## src/rtl/cpu_flow_ctrl.sv

```systemverilog
// cpu_flow_ctrl -- instruction decode and program-flow unit of the 8-bit
// single-cycle CPU.
//
// Decodes the opcode into datapath control strobes, forms the sequential
// (pc + 4) and jump/branch target addresses, picks the next PC and holds the
// 32-bit program counter.
//
// Optional feature: define CPU_FLOW_BNE_EN to add the bne instruction
// (opcode 0x08). Without it, 0x08 decodes as an undefined opcode (NOP).
//
// Ports:
//   clk        in   1   system clock, rising-edge active
//   reset      in   1   synchronous, active-high; clears pc
//   opcode     in   8   instruction[31:24]
//   offset     in   8   instruction[23:16], signed word offset
//   zero       in   1   ALU zero flag of the current instruction
//   pc         out  32  program counter (registered)
//   pc_plus4   out  32  pc + 4 (combinational)
//   target     out  32  pc_plus4 + sign_extend(offset) * 4 (combinational)
//   writeable  out  1   register-file write enable
//   aluop      out  3   ALU function select
//   mux1op     out  1   1 = two's-complement of operand 2
//   mux2op     out  1   1 = immediate as operand 2
//   jump       out  1   unconditional jump decoded
//   branch     out  1   beq decoded
//   flowselect out  1   1 = next pc is target
//
// There is no handshake: one instruction completes every clock cycle, and
// every output except pc follows its inputs combinationally.
module cpu_flow_ctrl (
  input  logic        clk,
  input  logic        reset,
  input  logic [7:0]  opcode,
  input  logic [7:0]  offset,
  input  logic        zero,
  output logic [31:0] pc,
  output logic [31:0] pc_plus4,
  output logic [31:0] target,
  output logic        writeable,
  output logic [2:0]  aluop,
  output logic        mux1op,
  output logic        mux2op,
  output logic        jump,
  output logic        branch,
  output logic        flowselect
);

  localparam logic [7:0] OP_LOADI = 8'h00;
  localparam logic [7:0] OP_MOV   = 8'h01;
  localparam logic [7:0] OP_ADD   = 8'h02;
  localparam logic [7:0] OP_SUB   = 8'h03;
  localparam logic [7:0] OP_AND   = 8'h04;
  localparam logic [7:0] OP_OR    = 8'h05;
  localparam logic [7:0] OP_J     = 8'h06;
  localparam logic [7:0] OP_BEQ   = 8'h07;
`ifdef CPU_FLOW_BNE_EN
  localparam logic [7:0] OP_BNE   = 8'h08;
`endif

  localparam logic [2:0] ALU_FWD = 3'b000;
  localparam logic [2:0] ALU_ADD = 3'b001;
  localparam logic [2:0] ALU_AND = 3'b010;
  localparam logic [2:0] ALU_OR  = 3'b011;

  logic [31:0] offset_bytes;

`ifdef CPU_FLOW_BNE_EN
  logic branch_ne;
`endif

  // Decode: every strobe defaults to 0 so undefined opcodes are NOPs.
  always_comb begin
    writeable = 1'b0;
    aluop     = ALU_FWD;
    mux1op    = 1'b0;
    mux2op    = 1'b0;
    jump      = 1'b0;
    branch    = 1'b0;
`ifdef CPU_FLOW_BNE_EN
    branch_ne = 1'b0;
`endif
    case (opcode)
      OP_LOADI: begin writeable = 1'b1; mux2op = 1'b1; end
      OP_MOV:   begin writeable = 1'b1; end
      OP_ADD:   begin writeable = 1'b1; aluop = ALU_ADD; end
      OP_SUB:   begin writeable = 1'b1; aluop = ALU_ADD; mux1op = 1'b1; end
      OP_AND:   begin writeable = 1'b1; aluop = ALU_AND; end
      OP_OR:    begin writeable = 1'b1; aluop = ALU_OR; end
      OP_J:     begin jump = 1'b1; end
      // beq subtracts operands in the ALU; zero reports equality.
      OP_BEQ:   begin aluop = ALU_ADD; mux1op = 1'b1; branch = 1'b1; end
`ifdef CPU_FLOW_BNE_EN
      // bne keeps the visible branch strobe low; only the internal term fires.
      OP_BNE:   begin aluop = ALU_ADD; mux1op = 1'b1; branch_ne = 1'b1; end
`endif
      default: ;
    endcase
  end

  // Word offset -> byte offset: sign-extend and scale by 4.
  assign offset_bytes = {{22{offset[7]}}, offset, 2'b00};
  assign pc_plus4     = pc + 32'd4;
  assign target       = pc_plus4 + offset_bytes;

`ifdef CPU_FLOW_BNE_EN
  assign flowselect = jump | (branch & zero) | (branch_ne & ~zero);
`else
  assign flowselect = jump | (branch & zero);
`endif

  // Reset has priority over any flow decision on the same edge.
  always_ff @(posedge clk) begin
    if (reset) begin
      pc <= 32'h0000_0000;
    end else if (flowselect) begin
      pc <= target;
    end else begin
      pc <= pc_plus4;
    end
  end

endmodule

```

## config.mk

```make
export PLATFORM = sky130hd
export DESIGN_NAME = cpu_flow_ctrl
export DESIGN_NICKNAME = d
export VERILOG_FILES = /design/src/rtl/cpu_flow_ctrl.sv
export SDC_FILE = /design/constraint.sdc
export NUM_CORES = 1
export LEC_CHECK = 0
export BUFFER_PORTS_ARGS = -buffer_cell sky130_fd_sc_hd__clkbuf_2
export CAP_MARGIN = 15
export CORE_ASPECT_RATIO = 2
export CORE_MARGIN = 5
export CORE_UTILIZATION = 35
export DETAILED_ROUTE_END_ITERATION = 7
export PLACE_DENSITY = 0.7
export REMOVE_ABC_BUFFERS = 1
export SLEW_MARGIN = 15
export SYNTH_ARGS = -nofsm -noshare
export SYNTH_HDL_FRONTEND = slang
export SYNTH_SLANG_ARGS = --single-unit
```

## constraint.sdc

```tcl
create_clock -name clk -period 4.8 [get_ports clk]
set_input_delay 0.96 -clock clk [delete_from_list [all_inputs] [get_ports clk]]
set_output_delay 0.96 -clock clk [all_outputs]
set_load 0.01 [all_outputs]
```

# After elaboration in Yosys (flattened, before gate mapping)
# Cells that the tools add are included.
[op_classes] add_sub_neg=2 n_eq_ne=7 muxes=7 n_bitwise=2 reduce_logical=4
[op_table] operator="$add A32 B3 Y32 const B" count=1
[op_table] operator="$add A32 B32 Y32" count=1
[op_table] operator="$eq A8 B3 Y1 const B" count=4
[op_table] operator="$mux W32" count=1
[op_table] operator="$eq A8 B2 Y1 const B" count=2
[op_table] operator="$eq A8 B1 Y1 const B" count=1
[op_table] operator="$logic_not A8 Y1" count=1
[op_table] operator="$pmux W2 S3" count=1
[op_table] operator="$reduce_or A6 Y1" count=1
[op_table] operator="$mux W1" count=5
[op_table] operator="$reduce_or A3 Y1" count=1
[op_table] operator="$reduce_or A2 Y1" count=1
[op_table] operator="$and A1 B1 Y1" count=1
[op_table] operator="$or A1 B1 Y1" count=1
[totals] reg_bits=32 input_bits=19 out_inout_bits=105 word_cells=23

# Longest topological paths before layout
# Gate-level depths: netlist (run 1).
[depth] word_depth=5 ltp_mapped=17 depth_no_buf=15

# Worst setup path before layout (run 1)
# Ideal clock, no wire load.
[synth_path] kind="register to output" start="register pc[4]" end="output target[31]" arrival_time_ns=3.448 t_required_ns=3.840 slack_ns=0.392 stages_incl_launch_ff=17 path_buffers=1 path_cell_list="dfxtp_1 and3_2 and2_0 buf_2 nand3_1 nor3_2 nand3_1 xnor2_1 ha_1 a21o_1 a21oi_1 o21ai_0 a221oi_1 o31a_1 nand2_1 xor2_1 xnor2_1"
[synth_between] elab_chain_len=2
[synth_lines] item="start: declaration" line_no="36" rtl="output logic [31:0] pc,"
[synth_lines] item="start signal: assignment" line_no="116" rtl="pc <= target;"
[synth_lines] item="start signal: assignment" line_no="118" rtl="pc <= pc_plus4;"
[synth_lines] item="$add A32 B3 Y32" line_no="102" rtl="assign pc_plus4 = pc + 32'd4;"
[synth_lines] item="via pc_plus4[24]" line_no="37" rtl="output logic [31:0] pc_plus4,"
[synth_lines] item="$add A32 B32 Y32" line_no="103" rtl="assign target = pc_plus4 + offset_bytes;"
[synth_lines] item="end: declaration" line_no="38" rtl="output logic [31:0] target,"
# The timed path passes the listed nets, and every way through them passes these cells.

# Final worst setup path (run 1)
[layout_path] start="register pc[8]" end="output target[26]"
[layout_between] elab_chain_len=2
[layout_lines] item="$add A32 B3 Y32" line_no="102"
[layout_lines] item="$add A32 B32 Y32" line_no="103"
# No other way between the ends.

==> metrics.cfg, run 1 <==
[power]
p_sw_share_pct=31.2
combPwrFrac_pct=24.8
power.internal_mw=0.533
seq_power_share_pct=33.1
clockPowerShare_pct=42.1
ir_drop_mv=0.121
powerDensity_nw_per_um2=175
p_leak_nw=2.30
switchingPower_mw=0.241

[logic_synthesis]
synth_top_area_share_pct=18.2
ys_async_sr_fraction_pct=0
ys_top_cells_by_area=dfxtp_1 18%, ha_1 14%, xnor2_1 10%, nor2_1 5.6%, xor2_1 4.8%
yosysSeqAreaShare_pct=18.2
synth-edff-count=0
synthesis.area_sq_um=3310
ys_types=62
yosys.area.top_type=dfxtp_1
yosys_warnings=0
ys_ff_latch=30
avgSynthCellArea_sq_um=7.71
ys.flop_type=dfxtp_1
syn-instance-count=429

[finish]
final_common_cell=clkbuf_2
nFillCells=931
n_antenna_cell=0
final_cell_mix=116 x clkbuf_2, 49 x nor2_1, 38 x nand2_1, 34 x ha_1, 31 x xnor2_1
nNetsFinal=620
largest_reg_flops=30
top_regs=pc x30
largest_register=pc
area_growth_pct=33.6
drive_above_1_share_pct=33.6
final-instance-count-excl-fill=669

[grt]
grt_pass1_vias=3783
antenna_found_initial=0
grt_overflow=0
grt_usage_pct=20.4
grt_first_pass_wirelength_mm=18.7
grt_max_degree=33

[clocking]
cts_sinks=30
ctsLongestPathBuffers=2
clk_latency_ps=290
cts_buffers=5
clk_root_buffer_cell=clkbuf_16
htree_levels=2
cts_tree=built
clkTransAtPathRegs_ps=50

[route]
first_pass_iters=4
postRouteAntennaNets=0
first_iter_violations=127
drc=0
drt_wl_total_mm=12.0
vias_per_cell=5.55
routedWlPerCell_um=18.0
via_count=3716

[floorplanning]
dieArea_sq_um=11600
core_sq_um=9320
die_h_um=147
rows=50
start_util_pct=35.5
die_x_um=78.7
ioPinCount=124

[critical_path]
r2r-start=pc[8]
end_kind=output port
reg2regPathDepth=13
worstReg2RegEnd=pc[28]
worstPathArrival_ps=3660
crit_slowest_cell=o31ai_1
crit_fanout=6
path_class=reg -> out
path_cells=and4_4 -> nand4_4 -> nor3_4 -> nand2_1 -> xnor2_2 -> ha_2 -> and3_1 -> nand2_1 -> o31ai_1 -> or2_2 -> xnor2_1 -> clkbuf_2
path_buf_inv=1
cpMostUsedCell=nand2_1
reg2reg_slack_ps=1100
start_kind=flop
cp.required_ps=3840
max_stage_delay_ps=580
crit_family=simple AND/OR/NAND/NOR gates

[sta]
tns_ps=0
period_share_pct=96.2
maxSlewViolCount=0
hold_violations=0
tightest_slew_ps=815
fin_skew_ps=6.17
setup_viol=0
period_needed_ps=4620
max_freq_mhz=217
relSlewSlack_pct=45.4

[placed_design]
gp_congestion=0.958
hpwl_mm=9.55
io_buffers=116
placed_cells=653

[worst_hold_path]
min_from=pc[2]
hold_class=reg -> reg
min_to=pc[2]
hold_depth=2

[run_status]
outcome=finished, final reports clean

[flow_run]
cap_viol_max_count=0

[metal layers]
layer	GRT usage, %	up-vias	routed length [um]
met4	11.3	0	537
li1	-	1815	-
met2	39.5	124	6720
met1	19.4	1743	4180
met5	0	-	0
met3	3.60	34	601
[stage by stage]
stage          total power [mW]  instance area (sq um)  utilization (%)  hold WS (ps)  worst slack (ps)
2_1_floorplan             0.374                   3220                -           537               292
3_3_place_gp              0.447                   4060             43.6           582               245
3_5_place_dp              0.450                   4060             43.6           587               130
4_1_cts                   0.778                   4260             45.7           595              5.05
5_1_grt                   0.809                   4420             47.4           599             -42.7
6_report                  0.774                   4420             47.4           583               183
[cell families (layout without fill, tap and decap cells)]
logic type      after synthesis  count (layout)  share of synthesized area, %
simple gates                168             168                          25.5
compound gates              103             103                          21.9
xor+xnor                     57              57                          15.1
fa+ha+maj                    37              37                          14.2
buf+inv                      32             162                          4.73
flops                        30              30                          18.2
other cells                   1               7                         0.113
mux                           1               1                         0.303
[power groups by stage]
stage,Combinational [mW],Clock (mW),Sequential (mW)
floorplan,0.112,0,0.262
global placement,0.187,0,0.260
detailed placement,0.189,0,0.261
CTS,0.191,0.331,0.256
global route,0.212,0.341,0.256
finish,0.192,0.326,0.256
[how the worst max path moves through the flow]
stage / from / to / slack, ps / depth (start not counted)
2_1_floorplan: opcode[0] / flowselect / 290 / 3
3_3_place_gp: pc[4] / target[31] / 250 / 16
3_5_place_dp: pc[4] / target[31] / 130 / 16
4_1_cts: pc[4] / target[31] / 5 / 17
5_1_grt: pc[8] / target[31] / -40 / 15
6_report: pc[8] / target[26] / 180 / 12
[worst reg2reg max path: cells and delay by family, from the launching register on]
family                   cells  cell delay, ps
AND/OR/NAND/NOR              6            1230
AO/OA/AOI/OAI                3            1090
flip-flops                   1             410
adder cells (fa/ha/maj)      1             400
buffers and inverters        2             290
XOR/XNOR                     1             180
[timing repair]
| action | in CTS | in global routing |
|---|---|---|
| pin swaps | 3 | 4 |
| gates resized for setup | 8 | 25 |
| hold buffers | 0 | 0 |
| setup buffers | 2 | 6 |
| endpoints found under the setup margin | 5 | 10 |
| hold endpoints to repair | 0 | 0 |
[Yosys cell counts (11+ instances only)]
master and instances:
nand3_1 15, o21ai_0 11, xor2_1 18, ha_1 36
a21o_1 12, and3_1 11, inv_1 13, xnor2_1 39
a21oi_1 30, dfxtp_1 30, nor3_1 17, nand2_1 38
nor2_1 49
[layout make-up]
class                   instances  area (sq um)  share of cell area [%]
clock buffers                   7           143                    3.23
clock inverters                 1          5.00                   0.113
inverters                      13          48.8                    1.10
multi-input cells             373          2720                    61.5
flip-flops and latches         30           603                    13.6
well taps                     104           130                    2.94
repair buffers                141           772                    17.5
(Power assumes the default switching activity.)
==> run 2, diff against run 1 <==
--- a/config.mk
+++ b/config.mk
@@ -11,8 +11,10 @@
 export CORE_MARGIN = 5
 export CORE_UTILIZATION = 35
 export DETAILED_ROUTE_END_ITERATION = 7
+export HOLD_SLACK_MARGIN = 0.15
 export PLACE_DENSITY = 0.7
 export REMOVE_ABC_BUFFERS = 1
+export SETUP_SLACK_MARGIN = 0.15
 export SLEW_MARGIN = 15
 export SYNTH_ARGS = -nofsm -noshare
 export SYNTH_HDL_FRONTEND = slang
==> constraint.sdc (replaced) <==
create_clock -name clk -period 5.6 [get_ports clk]
set_input_delay 1.12 -clock clk [delete_from_list [all_inputs] [get_ports clk]]
set_output_delay 1.12 -clock clk [all_outputs]
set_load 0.01 [all_outputs]
==> run 2 against run 1 <==
  * Flip-flop and latch count unchanged
  * Total power decreased by 17%
  * Combinational power is 18% lower
  * Critical path type unchanged
  * Largest cell class unchanged
==> metrics.cfg, run 2 (synthesis gave the netlist of run 1 again) <==
[finish]
largest_register=pc
drive_above_1_share_pct=27.5
final_cell_mix=116 x clkbuf_2, 49 x nor2_1, 38 x xnor2_1, 38 x nand2_1, 36 x ha_1
area_growth_pct=25.3
final_common_cell=clkbuf_2
postLayoutCoreUtil_pct=44.5
n_antenna_cell=0
top_regs=pc x30
final-instance-count-excl-fill=650
largest_reg_flops=30
nNetsFinal=602

[worst_hold_path]
hold_depth=1
min_from=pc[2]
hold_class=reg -> reg
min_to=pc[2]

[placed_design]
placed_cells=640
dp_slack_ps=534
io_buffers=116
gp_congestion=0.905
hpwl_mm=9.21

[route]
routedWlPerCell_um=17.5
drc=0
vias_per_cell=5.62
postRouteAntennaNets=0
first_pass_iters=4
drt_wl_total_mm=11.4
via_count=3651
first_iter_violations=163

[critical_path]
worstPathArrival_ps=4070
end_kind=output port
cp.required_ps=4480
path_class=reg -> out
max_stage_delay_ps=400
crit_fanout=6
start_kind=flop
setup.worst_path.start=pc[4]
reg2regPathDepth=13
path_cells=and3_2 -> and2_1 -> nand3_1 -> nor3_4 -> nand3_1 -> xnor2_1 -> ha_1 -> a21o_1 -> a21oi_1 -> o21ai_0 -> a221oi_1 -> o31a_1 -> nand2_1 -> xor2_1 -> xnor2_1 -> clkbuf_2
r2r-start=pc[7]
worstReg2RegEnd=pc[28]
reg2reg_slack_ps=1680
crit_slowest_cell=dfxtp_1

[clocking]
cts_sinks=30
ctsLongestPathBuffers=2
cts_tree=built
clk_root_buffer_cell=clkbuf_16
clkTransAtPathRegs_ps=50
clk_latency_ps=290
htree_levels=2
cts_buffers=5

[grt]
grt_usage_pct=19.7
grt_overflow=0
grt_max_degree=33
grt_first_pass_wirelength_mm=18.0
grt_pass1_vias=3712
antenna_found_initial=0

[sta]
tns_ps=0
rsz0062_at_grt=yes
period_needed_ps=5190
tightest_slew_ps=748
max_freq_mhz=193
fin_skew_ps=8.31
setup_viol=0
maxSlewViolCount=0
relSlewSlack_pct=49.9
fin_ws_ps=411
period_share_pct=92.7
hold_violations=0

[flow_run]
cap_viol_max_count=0

[power]
p_sw_share_pct=31.4
clockPowerShare_pct=41.0
ir_drop_mv=0.129
powerDensity_nw_per_um2=154
seq_power_share_pct=34.3
power.internal_mw=0.439
switchingPower_mw=0.201
p_leak_nw=2.13
combPwrFrac_pct=24.7
finalPower_mw=0.640

[floorplanning]
core_sq_um=9320
dieArea_sq_um=11600
rows=50
start_util_pct=35.5
die_h_um=147
ioPinCount=124
die_x_um=78.7

[run_status]
outcome=finished, final reports clean

run 2: cell type report:
| cell class | count | area, sq um |
|---|---|---|
| Clock buffer | 7 | 133 |
| Tap cell | 104 | 130 |
| Inverter | 13 | 48.8 |
| Multi-Input combinational cell | 373 | 2600 |
| Fill cell | 947 | 5180 |
| Timing Repair Buffer | 123 | 633 |
| Sequential cell | 30 | 601 |
run 2: worst max path at each step:
stage | slack [ps] | depth (start not counted) | to
global placement | 650 | 16 | target[31]
floorplan | 770 | 3 | flowselect
CTS | 190 | 16 | target[31]
global route | 50 | 16 | target[31]
finish | 410 | 16 | target[31]
detailed placement | 530 | 16 | target[31]
run 2: per-layer routing:
metal / vias up / part of all wire (%) / GRT usage, %
met4: 0 / 5.5 / 13.5
met5: - / 0 / 0
met1: 1678 / 33 / 18.0
met2: 155 / 54 / 37.2
met3: 47 / 7.1 / 4.21
li1: 1771 / - / -
run 2: per-stage QoR:
| step | area (sq um) | hold WS (ps) |
|---|---|---|
| after floorplan | 3220 | 537 |
| after global placement | 3970 | 501 |
| after detailed placement | 3970 | 518 |
| after CTS | 4100 | 526 |
| after global routing | 4140 | 557 |
| final | 4140 | 519 |
run 2: power groups by stage:
stage	combinational (mW)	clock, mW	sequential, mW
after floorplan	0.0956	0	0.225
after global placement	0.156	0	0.224
after detailed placement	0.158	0	0.224
after CTS	0.159	0.268	0.220
after global routing	0.175	0.276	0.220
final	0.158	0.263	0.220
run 2: critical path, delay by kind of cell, from the launching register on:
| family | cells | cell delay [ps] |
|---|---|---|
| flops | 1 | 400 |
| compound gates | 5 | 1070 |
| fa+ha+maj | 1 | 360 |
| simple gates | 6 | 1240 |
| xor+xnor | 3 | 580 |
| buf+inv | 1 | 150 |
run 2: what timing repair did:
action,4_1_cts,5_1_grt
buffers inserted,0,3
hold buffers,0,0
setup endpoints to repair,0,4
resized for setup,0,5
==> run 3, diff against run 2 <==
==> constraint.sdc (replaced) <==
create_clock -name clk -period 5.6 [get_ports clk]
set_input_delay 1.68 -clock clk [delete_from_list [all_inputs] [get_ports clk]]
set_output_delay 1.68 -clock clk [all_outputs]
set_load 0.01 [all_outputs]
==> run 3 against run 2 <==
  * Register-to-register slack improved by 110 ps
  * Largest cell class unchanged
  * Clock skew down 6.6 ps
  * Global-route usage up 2.3 points
  * Cell count rose by 14%
  * Non-clock buffer count grew 94
  * First-iteration DRC count up 21%
  * Die area stayed put
  * Setup slack worse by 340 ps
  * Flip-flop and latch count did not move
  * Total power rose by 14%
  * Largest power group unchanged
  * Combinational power grew 51%
==> metrics.cfg, run 3 (synthesis gave the netlist of run 1 again) <==
[clocking]
ctsLongestPathBuffers=2
cts_sinks=30
htree_levels=2
clk_root_buffer_cell=clkbuf_16
clkTransAtPathRegs_ps=50
cts_tree=built
clk_latency_ps=280
cts_buffers=5

[critical_path]
worstPathArrival_ps=3850
path_class=in -> out
setup.worst_path.start=offset[7]
cp.required_ps=3920
start_kind=input pin
end_kind=output port
r2r-start=pc[5]
crit_fanout=5

[finish]
nNetsFinal=696
final_cell_mix=107 x clkbuf_2, 95 x buf_4, 49 x nor2_1, 36 x nand2_1, 31 x xnor2_1
largest_reg_flops=30
n_antenna_cell=0
area_growth_pct=63.7
top_regs=pc x30
postLayoutCellArea_sq_um=5410
drive_above_1_share_pct=47.6
final_common_cell=clkbuf_2
largest_register=pc

[route]
postRouteAntennaNets=0
via_count=4151
drt_wl_total_mm=13.7
first_pass_iters=4
vias_per_cell=5.59
first_iter_violations=198
routedWlPerCell_um=18.4
drc=0

[grt]
grt_overflow=0
grt_max_degree=32
grt_first_pass_wirelength_mm=20.3
antenna_found_initial=0
grt_usage_pct=22.0
grt_pass1_vias=4250

[floorplanning]
dieArea_sq_um=11600
start_util_pct=35.5
core_sq_um=9320
die_h_um=147
rows=50
ioPinCount=124
die_x_um=78.7

[power]
finalPower_mw=0.728
p_sw_share_pct=31.2
switchingPower_mw=0.227
combPwrFrac_pct=32.8
ir_drop_mv=0.162
power.internal_mw=0.501
seq_power_share_pct=30.1
p_leak_nw=2.67
powerDensity_nw_per_um2=135
clockPowerShare_pct=37.1

[sta]
tightest_slew_ps=858
rsz0062_at_grt=yes
maxSlewViolCount=0
period_needed_ps=5530
period_share_pct=98.7
max_freq_mhz=181
relSlewSlack_pct=42.6
hold_violations=0
fin_skew_ps=1.69
setup_viol=0

[placed_design]
place_area_sq_um=4530
io_buffers=116
hpwl_mm=10.3
gp_congestion=0.903

[flow_run]
cap_viol_max_count=0

[run_status]
outcome=finished, final reports clean

[worst_hold_path]
min_from=pc[2]
hold_class=reg -> reg

[run 3: layer usage]
layer / up-vias / global-route usage (%) / wire length, um / part of all wire [%]
met4: 0 / 13.1 / 661 / 4.8
met1: 1987 / 20.7 / 4630 / 34
met3: 39 / 3.72 / 812 / 5.9
met2: 158 / 42.6 / 7550 / 55
li1: 1967 / - / - / -
met5: - / 0 / 0 / 0
[run 3: area by class of cell]
type / count / area [sq um]
Clock buffer: 6 / 139
Fill cell: 833 / 3910
Inverter: 13 / 48.8
Multi-Input combinational cell: 373 / 3080
Sequential cell: 30 / 602
Tap cell: 104 / 130
Timing Repair Buffer: 217 / 1420
[run 3: per-stage QoR]
stage | instances | hold slack (ps) | setup TNS (ps) | worst slack (ps) | utilization (%)
after detailed placement | 713 | 561 | -1280 | -171 | 48.6
after global routing | 743 | 603 | -32.0 | -19.0 | 58.1
after floorplan | 416 | 537 | -348 | -348 | -
after global placement | 713 | 563 | -954 | -160 | 48.6
after CTS | 730 | 569 | 0 | 54.7 | 53.5
final | 743 | 568 | 0 | 73.7 | 58.1
[run 3: critical path, cell delays in order]
cell	delay, ps
clkbuf_16	140
buf_8	120
ha_4	150
a21o_1	190
a31oi_4	190
o21ai_2	90
a221oi_2	260
buf_4	170
o31ai_4	70
buf_4	150
o41ai_4	340
xnor2_1	150
buf_2	140
[run 3: final timing paths]
kind / to / slack, ps / depth (start not counted)
max reg2reg: pc[30] / 1790 / 20
min reg2reg: pc[2] / 570 / 2
min: pc[2] / 570 / 2
max: target[28] / 70 / 13
[run 3: power by group through the flow]
stage	registers (mW)	logic, mW	clock network (mW)
floorplan	0.225	0.0956	0
global placement	0.223	0.184	0
detailed placement	0.223	0.188	0
CTS	0.219	0.208	0.273
global route	0.219	0.256	0.281
finish	0.219	0.239	0.270
[run 3: timing repair]
| item | 4_1_cts | 5_1_grt |
|---|---|---|
| buffers inserted | 11 | 12 |
| gates cloned | 0 | 1 |
| endpoints found under the setup margin | 17 | 17 |
| gates resized for setup | 39 | 70 |
| pin swaps | 21 | 42 |
| endpoints found under the hold margin | 0 | 0 |
| hold buffers | 0 | 0 |
